<file path="config.mk">
export PLATFORM = sky130hd
export DESIGN_NAME = load_unit
export DESIGN_NICKNAME = d
export VERILOG_FILES = /design/src/rtl/load_unit.sv
export SDC_FILE = /design/constraint.sdc
export NUM_CORES = 1
export LEC_CHECK = 0
export CAP_MARGIN = 20
export CORE_AREA = 5 5 448 450
export DETAILED_ROUTE_END_ITERATION = 10
export DIE_AREA = 0 0 453 455
export GPL_TIMING_DRIVEN = 0
export PLACE_DENSITY_LB_ADDON = 0.1
export SLEW_MARGIN = 10
export SYNTH_ARGS = -nofsm -noshare
export SYNTH_HDL_FRONTEND = slang
export SYNTH_SLANG_ARGS = --single-unit
</file>
<file path="constraint.sdc">
create_clock -name clk -period 2.4 [get_ports clk]
set_input_delay 0.48 -clock clk [delete_from_list [all_inputs] [get_ports clk]]
set_output_delay 0.48 -clock clk [all_outputs]
set_load 0.02 [all_outputs]
</file>
<file path="src/rtl/load_unit.sv">
// Vector load unit: turns one dispatched vector load into a single AXI read burst
// and assembles the returned beats into a masked LANES-wide result vector.
module load_unit #(
   parameter int unsigned LANES  = 16,
   parameter int unsigned WORD_W = 32
) (
   input  logic                      clk,
   input  logic                      rst,
   input  logic                      loadValid,
   input  logic [LANES*WORD_W-1:0]   loadAddr,
   input  logic [LANES-1:0]          loadMask,
   input  logic [4:0]                loadTag,
   output logic                      loadReady,
   output logic                      initRead,
   output logic [WORD_W-1:0]         readAddress,
   output logic [7:0]                readLen,
   input  logic                      rDataValid,
   input  logic [WORD_W-1:0]         rData,
   output logic                      rDataReady,
   input  logic                      rDone,
   output logic                      resultValid,
   output logic [LANES*WORD_W-1:0]   resultData,
   output logic [LANES-1:0]          resultMask,
   output logic [4:0]                resultTag,
   output logic                      resultErr,
   input  logic                      resultReady
);

   localparam int unsigned CntW = (LANES > 1) ? $clog2(LANES) : 1;
   localparam int unsigned VecW = LANES * WORD_W;

   typedef enum logic [2:0] {
      IDLE    = 3'd0,
      REQ     = 3'd1,
      COLLECT = 3'd2,
      DRAIN   = 3'd3,
      RESP    = 3'd4
   } stateT;

   stateT           state;
   stateT           stateNext;
   logic [CntW-1:0] beatCnt;
   logic            loadFire;
   logic            beatFire;
   logic            lastBeat;
   logic            unusedLoadAddr;

   // Only lane 0 of the address vector seeds the burst; the other lanes are contiguous by construction.
   assign unusedLoadAddr = ^loadAddr[VecW-1:WORD_W];

   assign readLen  = 8'(LANES);
   assign loadFire = loadValid & loadReady;
   assign beatFire = rDataValid & rDataReady;
   assign lastBeat = (beatCnt == CntW'(LANES - 1));

   // State register
   always_ff @(posedge clk) begin
      if (rst) begin
         state <= IDLE;
      end else begin
         state <= stateNext;
      end
   end

   // Next-state logic; a final beat arriving with rDone completes the burst normally
   always_comb begin
      stateNext = state;
      unique case (state)
         IDLE:    if (loadFire) stateNext = REQ;
         REQ:     stateNext = COLLECT;
         COLLECT: begin
            if (rDone)                      stateNext = RESP;
            else if (beatFire && lastBeat)  stateNext = DRAIN;
         end
         DRAIN:   if (rDone) stateNext = RESP;
         RESP:    if (resultReady) stateNext = IDLE;
         default: stateNext = IDLE;
      endcase
   end

   // Handshake outputs registered from the next state so they line up with it
   always_ff @(posedge clk) begin
      if (rst) begin
         loadReady   <= 1'b1;
         initRead    <= 1'b0;
         rDataReady  <= 1'b0;
         resultValid <= 1'b0;
      end else begin
         loadReady   <= (stateNext == IDLE);
         initRead    <= (stateNext == REQ) || (stateNext == COLLECT) || (stateNext == DRAIN);
         rDataReady  <= (stateNext == COLLECT);
         resultValid <= (stateNext == RESP);
      end
   end

   // Burst capture and lane assembly
   always_ff @(posedge clk) begin
      if (rst) begin
         readAddress <= '0;
         resultMask  <= '0;
         resultTag   <= '0;
         resultErr   <= 1'b0;
         resultData  <= '0;
         beatCnt     <= '0;
      end else begin
         if (loadFire) begin
            readAddress <= loadAddr[WORD_W-1:0];
            resultMask  <= loadMask;
            resultTag   <= loadTag;
            resultErr   <= 1'b0;
            resultData  <= '0;
            beatCnt     <= '0;
         end
         if (beatFire) begin
            for (int unsigned i = 0; i < LANES; i++) begin
               if (beatCnt == CntW'(i)) begin
                  resultData[i*WORD_W +: WORD_W] <= resultMask[i] ? rData : '0;
               end
            end
            beatCnt <= beatCnt + CntW'(1);
         end
         // Burst closed by the master before every lane was delivered
         if ((state == COLLECT) && rDone && !(beatFire && lastBeat)) begin
            resultErr <= 1'b1;
         end
      end
   end

endmodule

</file>
# Word-level counts from Yosys, hierarchy flattened
# Index checks and enable logic that the tools add are counted.
# classes
order_cmp	0
eq_ne	23
mul	0
n_shift	0
n_mux	44
div_mod_pow	0
bitwise_logic	2
n_reduce_logical	11
add_sub_neg	1
# ops
cell	count
32-bit 2-to-1 mux	32
512-bit 2-to-1 mux	2
4-bit == test (second input constant)	8
4-bit by 3-bit == test with 1-bit output (second input constant)	4
3-bit 2-to-1 mux	5
3-bit case mux with 5 select lines	1
3-bit by 2-bit == test with 1-bit output (second input constant)	4
4-bit by 2-bit == test with 1-bit output (second input constant)	2
4-bit 2-to-1 mux	2
3-bit by 1-bit == test with 1-bit output (second input constant)	2
3-bit == test (second input constant)	2
3-bit logical NOT	2
4-bit by 1-bit adder with 4-bit output (second input constant)	1
4-bit by 1-bit == test with 1-bit output (second input constant)	1
4-bit logical NOT	1
2-bit nonzero test	2
1-bit logical AND	3
1-bit bitwise AND	2
1-bit logical OR	2
1-bit 2-to-1 mux	2
1-bit logical NOT	1
# word_totals
ff_bits	577
romBits	0
ramBits	0
wordCells	92
output_inout_bits	578
memories	0
inputBits	571
latchBits	0

# Logic depth before layout (Yosys ltp)
# logic_depth
depth_word	8
ltp_mapped	7
ltp_nobuf	5

# Worst setup path after synthesis
# No wires, ideal clock.
# synth_path
path_type	register -> register
startpoint	register rDataReady
endpoint	register resultData[10]
path_stages_with_launch	7
slack_ns	0.913
period_less_slack_ns	1.487
setup_ns	0.128
arrival_ns	1.359
path_buffers	3
required_ns	2.272
path_cell_list	dfxtp_1 -> buf_4 -> nand3_1 -> buf_2 -> buf_1 -> o211ai_1 -> o21ai_0
# synth_via
elab_chain_cells	2
# synth_rtl
element	line_no	rtl
start: declaration	19	output logic rDataReady,
start signal: assignment	91	rDataReady <= (stateNext == COLLECT);
1-bit bitwise AND	53	assign beatFire = rDataValid & rDataReady;
512-bit 2-to-1 mux	114	if (beatFire) begin
end signal: indexed assignment	117	resultData[i*WORD_W +: WORD_W] <= resultMask[i] ? rData : '0;
end: declaration	22	output logic [LANES*WORD_W-1:0] resultData,
# No other way between the ends.
# A chain may end at the register's enable or synchronous reset.

# Worst setup path in the final report
# layout_path
startpoint	register resultData[209]
endpoint	output port resultData[209]
# No word-level cell between the ends.

==> results_dict.tcl <==
set metrics [dict create \
    status "finished, final reports clean" \
    grt_pass1_vias 24578 \
    cts-root-buf "clkbuf_16" \
    tns_ps 0 \
    die_x_um 453 \
    crit_slowest_cell "clkdlybuf4s50_1" \
    max_cap_violations 0 \
    cts.sinks 577 \
    synth_flop_cell "dfxtp_1" \
    yosysWarningCount 0 \
    rr_endpoint "resultData[143]" \
    slew_headroom_pct 22.7 \
    htree_levels 3 \
    ff2ff_path_depth 5 \
    tightest_slew_ps 1160 \
    final_cell_mix "nand2_1 (626), dfxtp_1 (576), clkdlybuf4s50_1 (544)" \
    place_hpwl_um 140000 \
    worst-path-stages 1 \
    multi_input_area_um2 9610 \
    numCtsBuffers 83 \
    ys_async_sr_fraction_pct 0 \
    fin_nets 4055 \
    place_congestion 0.753 \
    crit_path_start "resultData[209]" \
    syn_avg_cell_area_um2 8.30 \
    worst_slack_ps 74.0 \
    finClkSkew_ps 27.8 \
    yosys.area_share.adder_pct 0.221 \
    track_usage_pct 17.1 \
    io_buffers 627 \
    required_ps 1920 \
    worstSetupEndpointType "output pin" \
    reg2reg_from "beatCnt[3]" \
    routed-wl-met3_um 17600 \
    slowest_delay_ps 670 \
    synth_edf_count 0 \
    route.met2.wl_um 79400 \
    synthMuxAreaShare_pct 0 \
    wl_um 184000 \
    dp_slack_ps -1180 \
    crit_family "buffers and inverters" \
    synth_xor_area_share_pct 0 \
    hold_violations 0 \
    clk_pin_slew_worst_paths_ps 60 \
    syn_inst 2735 \
    grt_pass1_wl_um 240000 \
    clk_path_buf_depth 3 \
    start_util_pct 11.6 \
    vias 24430 \
    yosysSeqAreaShare_pct 50.9 \
    cp-endpoint "resultData[209]" \
    finalNonFillerCells 6193 \
    area_delta_synth_final_pct 57.4 \
    die-area_um2 206000 \
    final_common_cell "nand2_1" \
    top_layer "met5" \
    crit_type "flop to output pin" \
    ys_types 39 \
    ys_ff_latch 577 \
    synth_top_family_by_area "compound AO/OA/AOI/OAI gates" \
    wl_per_cell_um 29.7 \
    synth_area_um2 22700 \
    period_share_pct 96.9 \
    rsz0062_at_grt "yes" \
    maxSlewViolCount 0 \
    antenna_found_initial 30 \
    clk-insertion-delay-late_ps 730 \
    drt_iter0_drc 1506 \
    tritoncts "built" \
    synth-simple-area-share_pct 11.8 \
    ir_worst_vdd_mv 0.448 \
    p_leak_nw 11.5 \
    grt_max_degree 12 \
    core_um2 196000 \
    final.min_clock_period_ps 2330 \
    hp-class "primary input to flop" \
    vias_per_cell 3.94 \
    wl_met1_um 82600 \
    drcViolationCount 0 \
    hold_start "rData[24]" \
    setup_violations 0 \
    p_per_area_nw_per_um2 682 \
    drtPass1Iterations 7 \
    rrSetupSlack_ps 100 \
    fmaxAchievable_ghz 0.430 \
    io_pins 1149 \
    ff_latch_area_um2 11600 \
    postRouteAntennaNets 0 \
    crit_buf_inv 1 \
    fp-row-count 163 \
    dp.cells 6033 \
    cp-start-kind "flop" \
    cp_data_arrival_time_ps 1850 \
    crit_fanout 2 \
    grt-ovfl-total 0 \
    synth_compound_area_share_pct 30.0 \
    fillers 22178 \
    worstPathCellList "clkdlybuf4s50_1" \
    die_y_um 455 \
    drive_above_1_share_pct 10.3 \
]
==> logic make-up (layout without fill, tap and decap cells) <==
group                    count (synthesis)  after routing
adder cells (fa/ha/maj)                  4              4
AO/OA/AOI/OAI                         1094           1094
AND/OR/NAND/NOR                        681            681
buffers and inverters                  377           1178
flip-flops                             577            577
other                                    2             19
==> through the flow <==
step,hold slack (ps),cell area [um^2],power [mW],utilization [%]
global route,85.9,35700,25.3,18.2
CTS,44.0,35600,24.9,18.1
finish,104,35700,24.4,18.2
detailed placement,446,32900,12.0,16.8
floorplan,478,22700,10.7,-
global placement,442,32300,11.9,16.5
==> Yosys cell counts, types with 4 or more instances <==
master    count  share of area [%]
dfxtp_1     577                 51
nor2_1        6              0.099
or2_2        12               0.33
buf_1        66                1.1
or2_1         5               0.14
nor2b_1      15               0.41
buf_4        13               0.43
o211ai_1    513                 17
o21ai_1      49                1.1
ha_1          4               0.22
clkbuf_1    184                3.0
buf_2       110                2.4
nand3_1       5               0.11
a21oi_1      58                1.3
o21ai_0     463                 10
nand2_1     626                 10
==> where the power goes <==
group          switching [mW]  internal (mW)  leakage (nW)
sequential             0.0572           9.65          4.65
clock                    5.24           7.43          1.34
combinational            1.46          0.534          5.55
==> sequential cells by signal (all words and copies together), names as in the netlist <==
name         cells
resultErr        1
readAddress     32
loadReady        1
resultTag        5
initRead         1
state            3
resultValid      1
beatCnt          4
rDataReady       1
resultData     512
resultMask      16
==> worst min-delay path by stage <==
stage / endpoint / slack, ps / cells after the start
after floorplan: beatCnt[0] / 480 / 2
after global placement: readAddress[27] / 440 / 2
after detailed placement: readAddress[29] / 450 / 2
after CTS: resultData[56] / 40 / 3
after global routing: resultData[56] / 90 / 3
final: resultData[24] / 100 / 3
==> repair_timing <==
action | in CTS | in global routing
gates resized for setup | 112 | 38
hold buffers | 0 | 0
setup buffers | 0 | 2
endpoints found under the setup margin | 539 | 158
==> cell type report <==
class                      instances  area share (%)
clock buffer                     124            6.92
multi-input combinational       1787            26.9
inverter                           3          0.0315
sequential                       577            32.3
tap                             2640            9.25
clock inverter                    23           0.666
antenna                           11          0.0771
timing repair buffer             654            19.0
buffer                           374            4.79
==> layer usage <==
layer | up-vias | track usage, %
met5 | - | 0
met4 | 12 | 3.68
met3 | 169 | 7.10
met2 | 933 | 26.1
met1 | 12142 | 22.6
li1 | 11174 | -
(Power assumes the default switching activity.)
